==> src/rtl/icape_regs.sv <==
// ICAPE2 configuration register map and warm-boot sequencer state encoding.
// Shared by the bridge, the warm-boot master and the software header generator.
package icape_regs;

  localparam logic [4:0]  ICAP_CMD     = 5'h04;
  localparam logic [4:0]  ICAP_WBSTAR  = 5'h10;
  localparam logic [4:0]  ICAP_BOOTSTS = 5'h16;

  localparam logic [31:0] CMD_IPROG    = 32'h0000_000F;

  typedef enum logic [1:0] {
    ST_IDLE      = 2'd0,
    ST_WR_WBSTAR = 2'd1,
    ST_WR_IPROG  = 2'd2,
    ST_RD_STAT   = 2'd3
  } wb_state_t;

endpackage

==> src/rtl/icape_warmboot.sv <==
// Wishbone master that sequences the ICAPE2 bridge for a warm boot (WBSTAR write
// then IPROG) or a BOOTSTS readback, with a per-transaction ack timeout.
module icape_warmboot
  import icape_regs::*;
#(
  parameter int TIMEOUT_LG = 10
) (
  input  logic        i_clk,
  input  logic        i_reset,
  input  logic        i_boot_req,
  input  logic [31:0] i_boot_addr,
  input  logic        i_status_req,
  output logic        o_busy,
  output logic        o_done,
  output logic        o_err,
  output logic [31:0] o_bootsts,
  output logic        o_wb_cyc,
  output logic        o_wb_stb,
  output logic        o_wb_we,
  output logic [4:0]  o_wb_addr,
  output logic [31:0] o_wb_data,
  input  logic        i_wb_ack,
  input  logic        i_wb_stall,
  input  logic [31:0] i_wb_data
);

  wb_state_t             state, state_n;
  logic [TIMEOUT_LG-1:0] cnt, cnt_n, cnt_inc;
  logic                  expire;
  logic                  cyc_n, stb_n, we_n, busy_n, done_n, err_n;
  logic [4:0]            addr_n;
  logic [31:0]           data_n, bootsts_n;

  always_ff @(posedge i_clk or posedge i_reset) begin
    if (i_reset) begin
      state     <= ST_IDLE;
      cnt       <= '0;
      o_wb_cyc  <= 1'b0;
      o_wb_stb  <= 1'b0;
      o_wb_we   <= 1'b0;
      o_wb_addr <= '0;
      o_wb_data <= '0;
      o_busy    <= 1'b0;
      o_done    <= 1'b0;
      o_err     <= 1'b0;
      o_bootsts <= '0;
    end else begin
      state     <= state_n;
      cnt       <= cnt_n;
      o_wb_cyc  <= cyc_n;
      o_wb_stb  <= stb_n;
      o_wb_we   <= we_n;
      o_wb_addr <= addr_n;
      o_wb_data <= data_n;
      o_busy    <= busy_n;
      o_done    <= done_n;
      o_err     <= err_n;
      o_bootsts <= bootsts_n;
    end
  end

  always_comb begin
    state_n   = state;
    cnt_n     = cnt;
    cyc_n     = o_wb_cyc;
    stb_n     = o_wb_stb;
    we_n      = o_wb_we;
    addr_n    = o_wb_addr;
    data_n    = o_wb_data;
    busy_n    = o_busy;
    done_n    = 1'b0;
    err_n     = 1'b0;
    bootsts_n = o_bootsts;
    cnt_inc   = cnt + 1'b1;
    // Abort on the cycle the counter would reach all-ones, so cyc is high for
    // exactly 2^TIMEOUT_LG-1 cycles when no ack ever comes.
    expire    = &cnt_inc;

    case (state)
      ST_IDLE: begin
        // The cycle carrying o_done is still busy; requests open up one cycle later.
        if (o_busy) begin
          busy_n = 1'b0;
        end else if (i_boot_req) begin
          state_n = ST_WR_WBSTAR;
          cyc_n   = 1'b1;
          stb_n   = 1'b1;
          we_n    = 1'b1;
          addr_n  = ICAP_WBSTAR;
          data_n  = i_boot_addr;
          busy_n  = 1'b1;
          cnt_n   = '0;
        end else if (i_status_req) begin
          state_n = ST_RD_STAT;
          cyc_n   = 1'b1;
          stb_n   = 1'b1;
          we_n    = 1'b0;
          addr_n  = ICAP_BOOTSTS;
          data_n  = '0;
          busy_n  = 1'b1;
          cnt_n   = '0;
        end
      end
      default: begin
        if (o_wb_stb && !i_wb_stall) stb_n = 1'b0;
        if (i_wb_ack) begin
          if (state == ST_WR_WBSTAR) begin
            // cyc stays up across the pair so IPROG follows WBSTAR in one bus cycle.
            state_n = ST_WR_IPROG;
            stb_n   = 1'b1;
            we_n    = 1'b1;
            addr_n  = ICAP_CMD;
            data_n  = CMD_IPROG;
            cnt_n   = '0;
          end else begin
            if (state == ST_RD_STAT) bootsts_n = i_wb_data;
            state_n = ST_IDLE;
            cyc_n   = 1'b0;
            stb_n   = 1'b0;
            done_n  = 1'b1;
          end
        end else begin
          cnt_n = cnt_inc;
          if (expire) begin
            state_n = ST_IDLE;
            cyc_n   = 1'b0;
            stb_n   = 1'b0;
            done_n  = 1'b1;
            // The device may reconfigure before acking IPROG, so that is not a failure.
            err_n   = (state != ST_WR_IPROG);
          end
        end
      end
    endcase
  end

endmodule

==> config.mk <==
export PLATFORM = sky130hd
export DESIGN_NAME = icape_warmboot
export DESIGN_NICKNAME = d
export VERILOG_FILES = /design/src/rtl/icape_regs.sv /design/src/rtl/icape_warmboot.sv
export SDC_FILE = /design/constraint.sdc
export NUM_CORES = 1
export LEC_CHECK = 0
export ABC_CLOCK_PERIOD_IN_PS = 2300
export CAP_MARGIN = 20
export CORE_MARGIN = 4
export CORE_UTILIZATION = 39
export CTS_CLUSTER_SIZE = 28
export DETAILED_ROUTE_END_ITERATION = 10
export GPL_TIMING_DRIVEN = 1
export PLACE_DENSITY = 0.76
export SKIP_CTS_REPAIR_TIMING = 1
export SYNTH_ARGS = -nofsm -noshare
export SYNTH_HDL_FRONTEND = slang
export SYNTH_SLANG_ARGS = --single-unit
==> constraint.sdc <==
create_clock -name i_clk -period 2.3 [get_ports i_clk]
set_input_delay 0.23 -clock i_clk [delete_from_list [all_inputs] [get_ports i_clk]]
set_output_delay 0.23 -clock i_clk [all_outputs]
set_load 0.03 [all_outputs]
# Word-level counts from Yosys, hierarchy flattened
# Index checks and enable logic that the tools add are counted.
[totals]
elab_cells = 88
out_inout_bits = 75
ff_bits = 87
inputBits = 70
[classes]
bitwise_logic = 2
eq_ne = 7
mux = 53
n_reduce_logical = 14
addsub = 1
[ops]
columns = ["op", "n"]
rows = [
  ["2-to-1 mux 32 bit", 6],
  ["2-to-1 mux 10 bit", 6],
  ["2-to-1 mux 5 bit", 6],
  ["2-to-1 mux 1 bit", 28],
  ["2-to-1 mux 2 bit", 7],
  ["AND reduction 4 bit", 3],
  ["adder 10 x 1 -> 10 bit (second input constant)", 1],
  ["AND reduction 10 bit", 1],
  ["AND reduction 3 bit", 3],
  ["!= test 2 bit (second input constant)", 2],
  ["nonzero test 2 bit", 2],
  ["nonzero test 4 bit", 1],
  ["!= test 3 x 1 -> 1 bit (second input constant)", 1],
  ["!= test 3 x 2 -> 1 bit (second input constant)", 1],
  ["!= test 3 bit (second input constant)", 1],
  ["nonzero test 3 bit", 1],
  ["== test 2 x 1 -> 1 bit (second input constant)", 1],
  ["== test 2 bit (second input constant)", 1],
  ["logical NOT 2 bit", 1],
  ["NOT 1 bit", 2],
  ["logical AND 1 bit", 1],
  ["logical NOT 1 bit", 1],
]

# Depth between registers and ports, before layout
[logic_depth]
word_depth = 6
depth_mapped = 7
depth_no_buf = 6

# Least setup slack after synthesis
# No wires, ideal clock.
[synth_timing]
path_type = "register to register"
startpoint = "register cnt[0]"
endpoint = "register o_err"
period_less_slack_ns = 1.601
slack_ns = 0.699
required_time_ns = 2.180
setup_ns = 0.120
path_buffers = 0
t_arrival_ns = 1.481
path_stages_with_launch = 6
cell_sequence = "dfrtp_1 > ha_1 > nand4_1 > xnor2_1 > a31o_2 > and4_1"
[synth_between]
elab_chain_len = 5
[synth_lines]
columns = ["item", "line", "text"]
rows = [
  ["start, declared", "icape_warmboot.sv:28", "logic [TIMEOUT_LG-1:0] cnt, cnt_n, cnt_inc;"],
  ["start signal, assigned", "icape_warmboot.sv:49", "cnt <= cnt_n;"],
  ["adder 10 x 1 -> 10 bit", "icape_warmboot.sv:74", "cnt_inc = cnt + 1'b1;"],
  ["AND reduction 10 bit", "icape_warmboot.sv:77", "expire = &cnt_inc;"],
  ["2-to-1 mux 1 bit", "icape_warmboot.sv:124", "if (expire) begin"],
  ["2-to-1 mux 1 bit", "icape_warmboot.sv:106", "if (i_wb_ack) begin"],
  ["2-to-1 mux 1 bit", "icape_warmboot.sv:79", "case (state)"],
  ["via err_n", "icape_warmboot.sv:30", "logic cyc_n, stb_n, we_n, busy_n, done_n, err_n;"],
  ["end signal, assigned", "icape_warmboot.sv:57", "o_err <= err_n;"],
  ["end, declared", "icape_warmboot.sv:15", "output logic o_err,"],
]
# The timed path passes the listed nets, and every way through them passes these cells.
# A chain may end at the register's enable or synchronous reset.

# Final worst setup path
[layout_timing]
startpoint = "register state[0]"
endpoint = "register o_wb_data[30]"
[layout_between]
elab_chain_len = 3
word_cells_on_any_way = 8
[layout_lines]
columns = ["item", "line", "text"]
rows = [
  ["start, declared", "icape_warmboot.sv:27", "wb_state_t state, state_n;"],
  ["start signal, assigned", "icape_warmboot.sv:48", "state <= state_n;"],
  ["logical NOT 2 bit or == test 2 x 1 -> 1 bit (tied branches)", "icape_warmboot.sv:79, icape_warmboot.sv:107", ""],
  ["!= test 3 bit (no source line), or another cell as far along", "-", ""],
  ["AND reduction 4 bit (no source line)", "-", ""],
  ["end signal, assigned", "icape_warmboot.sv:54", "o_wb_data <= data_n;"],
  ["end, declared", "icape_warmboot.sv:21", "output logic [31:0] o_wb_data,"],
]
# Parallel ways exist; a longest one is shown, timed or not.

==> impl_results.md <==
- Run status: finished clean
- Seq pwr share: 34.0%
- # diodes: 0
- Clock sinks: 85
- Mean post-synth cell area: 12.40 um2
- Antenna violations before repair: 0
- Yosys cell types: 51
- Internal power: 4.259 mW
- Fmax achieved: 532.6 MHz
- CTS H-Tree Depth: 3
- Max VDD drop: 0.5339 mV
- Main synth FF type: dfrtp_1
- Critical path startpoint category: flop
- Core area: 0.008891 mm2
- Slack of the critical path: 422.3 ps
- Clock Skew: 12.70 ps
- CP cell instances: nor3_4 > and2_1 > a22o_1
- Final setup violation count: 0
- Worst-path clk slew: 100 ps
- Number of buffers created by CTS: 9
- Sw Ratio: 39.95%
- Setup CP Type: reg2reg
- R2R cell count: 3
- DR pass1 iterations: 4
- Async S/R FF share, synth: 100.0%
- Register-to-register setup slack: 420 ps
- DIE HEIGHT: 104.5 um
- Count of warnings emitted by yosys: 0
- Slew @ Worst Pin: 996.7 ps
- Leak: 2.313 nW
- Register area share after synthesis: 58.54%
- Switching Power: 2.833 mW
- FF+latch area: 0.002127 mm2
- Layout cells sized above 1: 15.07%
- Hold Crit Class: in2async
- Die ar.: 0.01092 mm2
- Largest stage delay on the critical path: 810 ps
- Pre-CTS WS: 129.8 ps
- Site Rows: 34
- PortBufs: 142
- Fin crit share: 81.64%
- Vias in the first global route: 2872
- Grt ovf: 0
- Fin. max-slew vios: 0
- Max cap viols: 0
- Area occupied by multi-input gates: 0.001345 mm2
- Critical path destination: o_wb_data[30]$_DFFE_PP0P_
- Filler instances: 726
- Sum of negative setup slack: 0 ps
- DRC: 0
- Number of synthesized flops with an enable pin: 0
- Vias post-DR: 2841
- Worst flop-to-flop path endpoint: o_wb_data[30]$_DFFE_PP0P_
- Worst Setup End Kind: flop
- Synthesized instance count: 293
- Max_slew headroom: 33.56%
- Final WL: 9.234 mm
- TritonCTS clock tree: yes
- Final critical-path required period: 1878 ps
- Max Root-Sink Buffers: 2
- Root Buffer: clkbuf_8
- Pwr dens: 1321 mW/mm2
- Required @ worst endpoint: 2590 ps
- Tot GR Track Use: 17.04%
- Die X: 104.5 um
- Starting DRT DRC Count: 129
- Largest net degree at the start of global routing: 77
- Clk network pwr share: 16.8%
- Flop and latch count out of synthesis: 85
- Unrepaired setup endpoints after global routing: false
- Top Ports: 145
- Final ANT Viol Nets: 0
- WL per Instance: 16.91 um
- Comb pwr share: 49.1%
- Mapped Area: 0.003633 mm2
- Layout area overhead: 47.80%
- Dpl hpwl: 6.854 mm
- Vias per inst: 5.203
- Initial Util: 40.87%
- Clk_lat worst skew: 350 ps
- # nets final: 505
- CP max stage cell: and2_1
- First-pass GRT wire length: 14.86 mm
- Final RePlAce weighted congestion: 0.8458
- Final Hold Fails: 0
- RR Startpoint: state[0]$_DFFE_PP0P_
- Critical path launch point: state[0]$_DFFE_PP0P_
- Worst-path maximum fanout: 29
- Data arrival time of the critical path: 2170 ps
[critical path: cells and delay by family, from the launching register on]
family,cells,cell delay [ps]
AOI/OAI and AO/OA,1,260
and+or+nand+nor,2,1040
DFF,1,520
[cells in the final DEF, fill, tap and decap left out, drive strengths merged, types with 2 or more instances in the layout]
cell type,n
nor2,12
nand2b,2
nand4,3
nor4,2
mux2,32
buf,7
o31ai,4
and3,2
clkdlybuf4s50,142
a21oi,7
conb,2
nand3,4
a31oi,4
nor3,3
clkbuf,9
ha,2
a22oi,4
o21bai,2
inv,15
and4,2
dfrtp,85
and2,5
nand2,18
bufinv,2
a221oi,2
o21ai,17
a22o,29
[worst min path at each step]
stage	from	end	cells past startpoint
after floorplan	i_boot_addr[27]	o_wb_data[27]$_DFFE_PP0P_	1
after global placement	o_wb_addr[1]$_DFFE_PP0P_	o_wb_addr[1]$_DFFE_PP0P_	1
after detailed placement	o_wb_addr[1]$_DFFE_PP0P_	o_wb_addr[1]$_DFFE_PP0P_	1
after CTS	i_reset	o_bootsts[16]$_DFFE_PP0P_	2
after global routing	i_reset	o_bootsts[20]$_DFFE_PP0P_	2
final	i_reset	o_bootsts[16]$_DFFE_PP0P_	2
[metrics by stage]
| step | hold WS [ps] | instances | utilization, % | power (mW) | cell area (um2) |
|---|---|---|---|---|---|
| 2_1_floorplan | 362.5 | 294 | - | 4.505 | 3641 |
| 3_3_place_gp | 462.6 | 530 | 57.84 | 5.891 | 5142 |
| 3_5_place_dp | 465.3 | 530 | 57.84 | 5.964 | 5142 |
| 4_1_cts | 156.7 | 546 | 60.40 | 7.179 | 5370 |
| 5_1_grt | 157.6 | 546 | 60.40 | 7.478 | 5370 |
| 6_report | 161.9 | 546 | 60.40 | 7.092 | 5370 |
[sequential cells by signal, summed over array words and instances (netlist names)]
name	cells
cnt	10
o_bootsts	32
o_busy	1
o_done	1
o_err	1
o_wb_addr	3
o_wb_cyc	1
o_wb_data	32
o_wb_stb	1
o_wb_we	1
state	2
[cell type report]
type,instances,area share (%)
clock buffers,9,2.307
clock inverters,7,1.934
inverters,12,0.9087
multi-input cells,176,25.05
flip-flops and latches,85,39.61
well taps,108,2.516
repair buffers,149,27.68
[routing by layer]
| layer | vias up | track usage (%) | routed length [um] |
|---|---|---|---|
| met4 | 0 | 5.888 | 242 |
| met3 | 19 | 4.345 | 420 |
| met5 | - | 0 | 0 |
| met1 | 1404 | 20.92 | 3748 |
| met2 | 84 | 29.20 | 4823 |
| li1 | 1334 | - | - |
[synthesized netlist by cell type (2+ instances only)]
| library cell | count | area (um2) |
|---|---|---|
| a21oi_1 | 7 | 35.03 |
| and2_1 | 4 | 25.02 |
| nor4_1 | 2 | 12.51 |
| a22oi_1 | 4 | 30.03 |
| dfrtp_1 | 85 | 2127 |
| nand4_1 | 2 | 12.51 |
| buf_6 | 2 | 22.52 |
| a22o_1 | 29 | 254.0 |
| nor2_1 | 12 | 45.04 |
| nand3_1 | 4 | 20.02 |
| o21ai_0 | 17 | 85.08 |
| and3_1 | 2 | 12.51 |
| ha_1 | 2 | 25.02 |
| a221oi_1 | 2 | 17.52 |
| inv_1 | 12 | 45.04 |
| buf_2 | 11 | 55.05 |
| nand2_1 | 18 | 67.56 |
| o31ai_1 | 4 | 30.03 |
| clkbuf_1 | 4 | 15.01 |
| buf_4 | 3 | 22.52 |
| nor3_1 | 2 | 10.01 |
| mux2_2 | 32 | 360.4 |
| nand2b_1 | 2 | 12.51 |
| a31oi_1 | 4 | 25.02 |
[logic make-up (layout without fill, tap and decap cells)]
family | Yosys count | in the layout | synth area share (%)
xor gates and xnor gates | 2 | 2 | 0.4822
adders and majority gates | 2 | 2 | 0.6886
buffers and inverters | 33 | 177 | 4.545
and+or+nand+nor | 60 | 60 | 9.263
DFF | 85 | 85 | 58.54
other | 1 | 2 | 0.1032
muxes | 32 | 32 | 9.917
AOI/OAI and AO/OA | 78 | 78 | 16.46
[power groups by stage]
stage	clock, mW	combinational [mW]	sequential (mW)
5_1_grt	1.30	3.68	2.50
4_1_cts	1.24	3.52	2.42
6_report	1.19	3.48	2.41
3_5_place_dp	0	3.52	2.45
3_3_place_gp	0	3.47	2.42
2_1_floorplan	0	1.08	3.43
No activity file was read; power rests on OpenSTA's default activity.
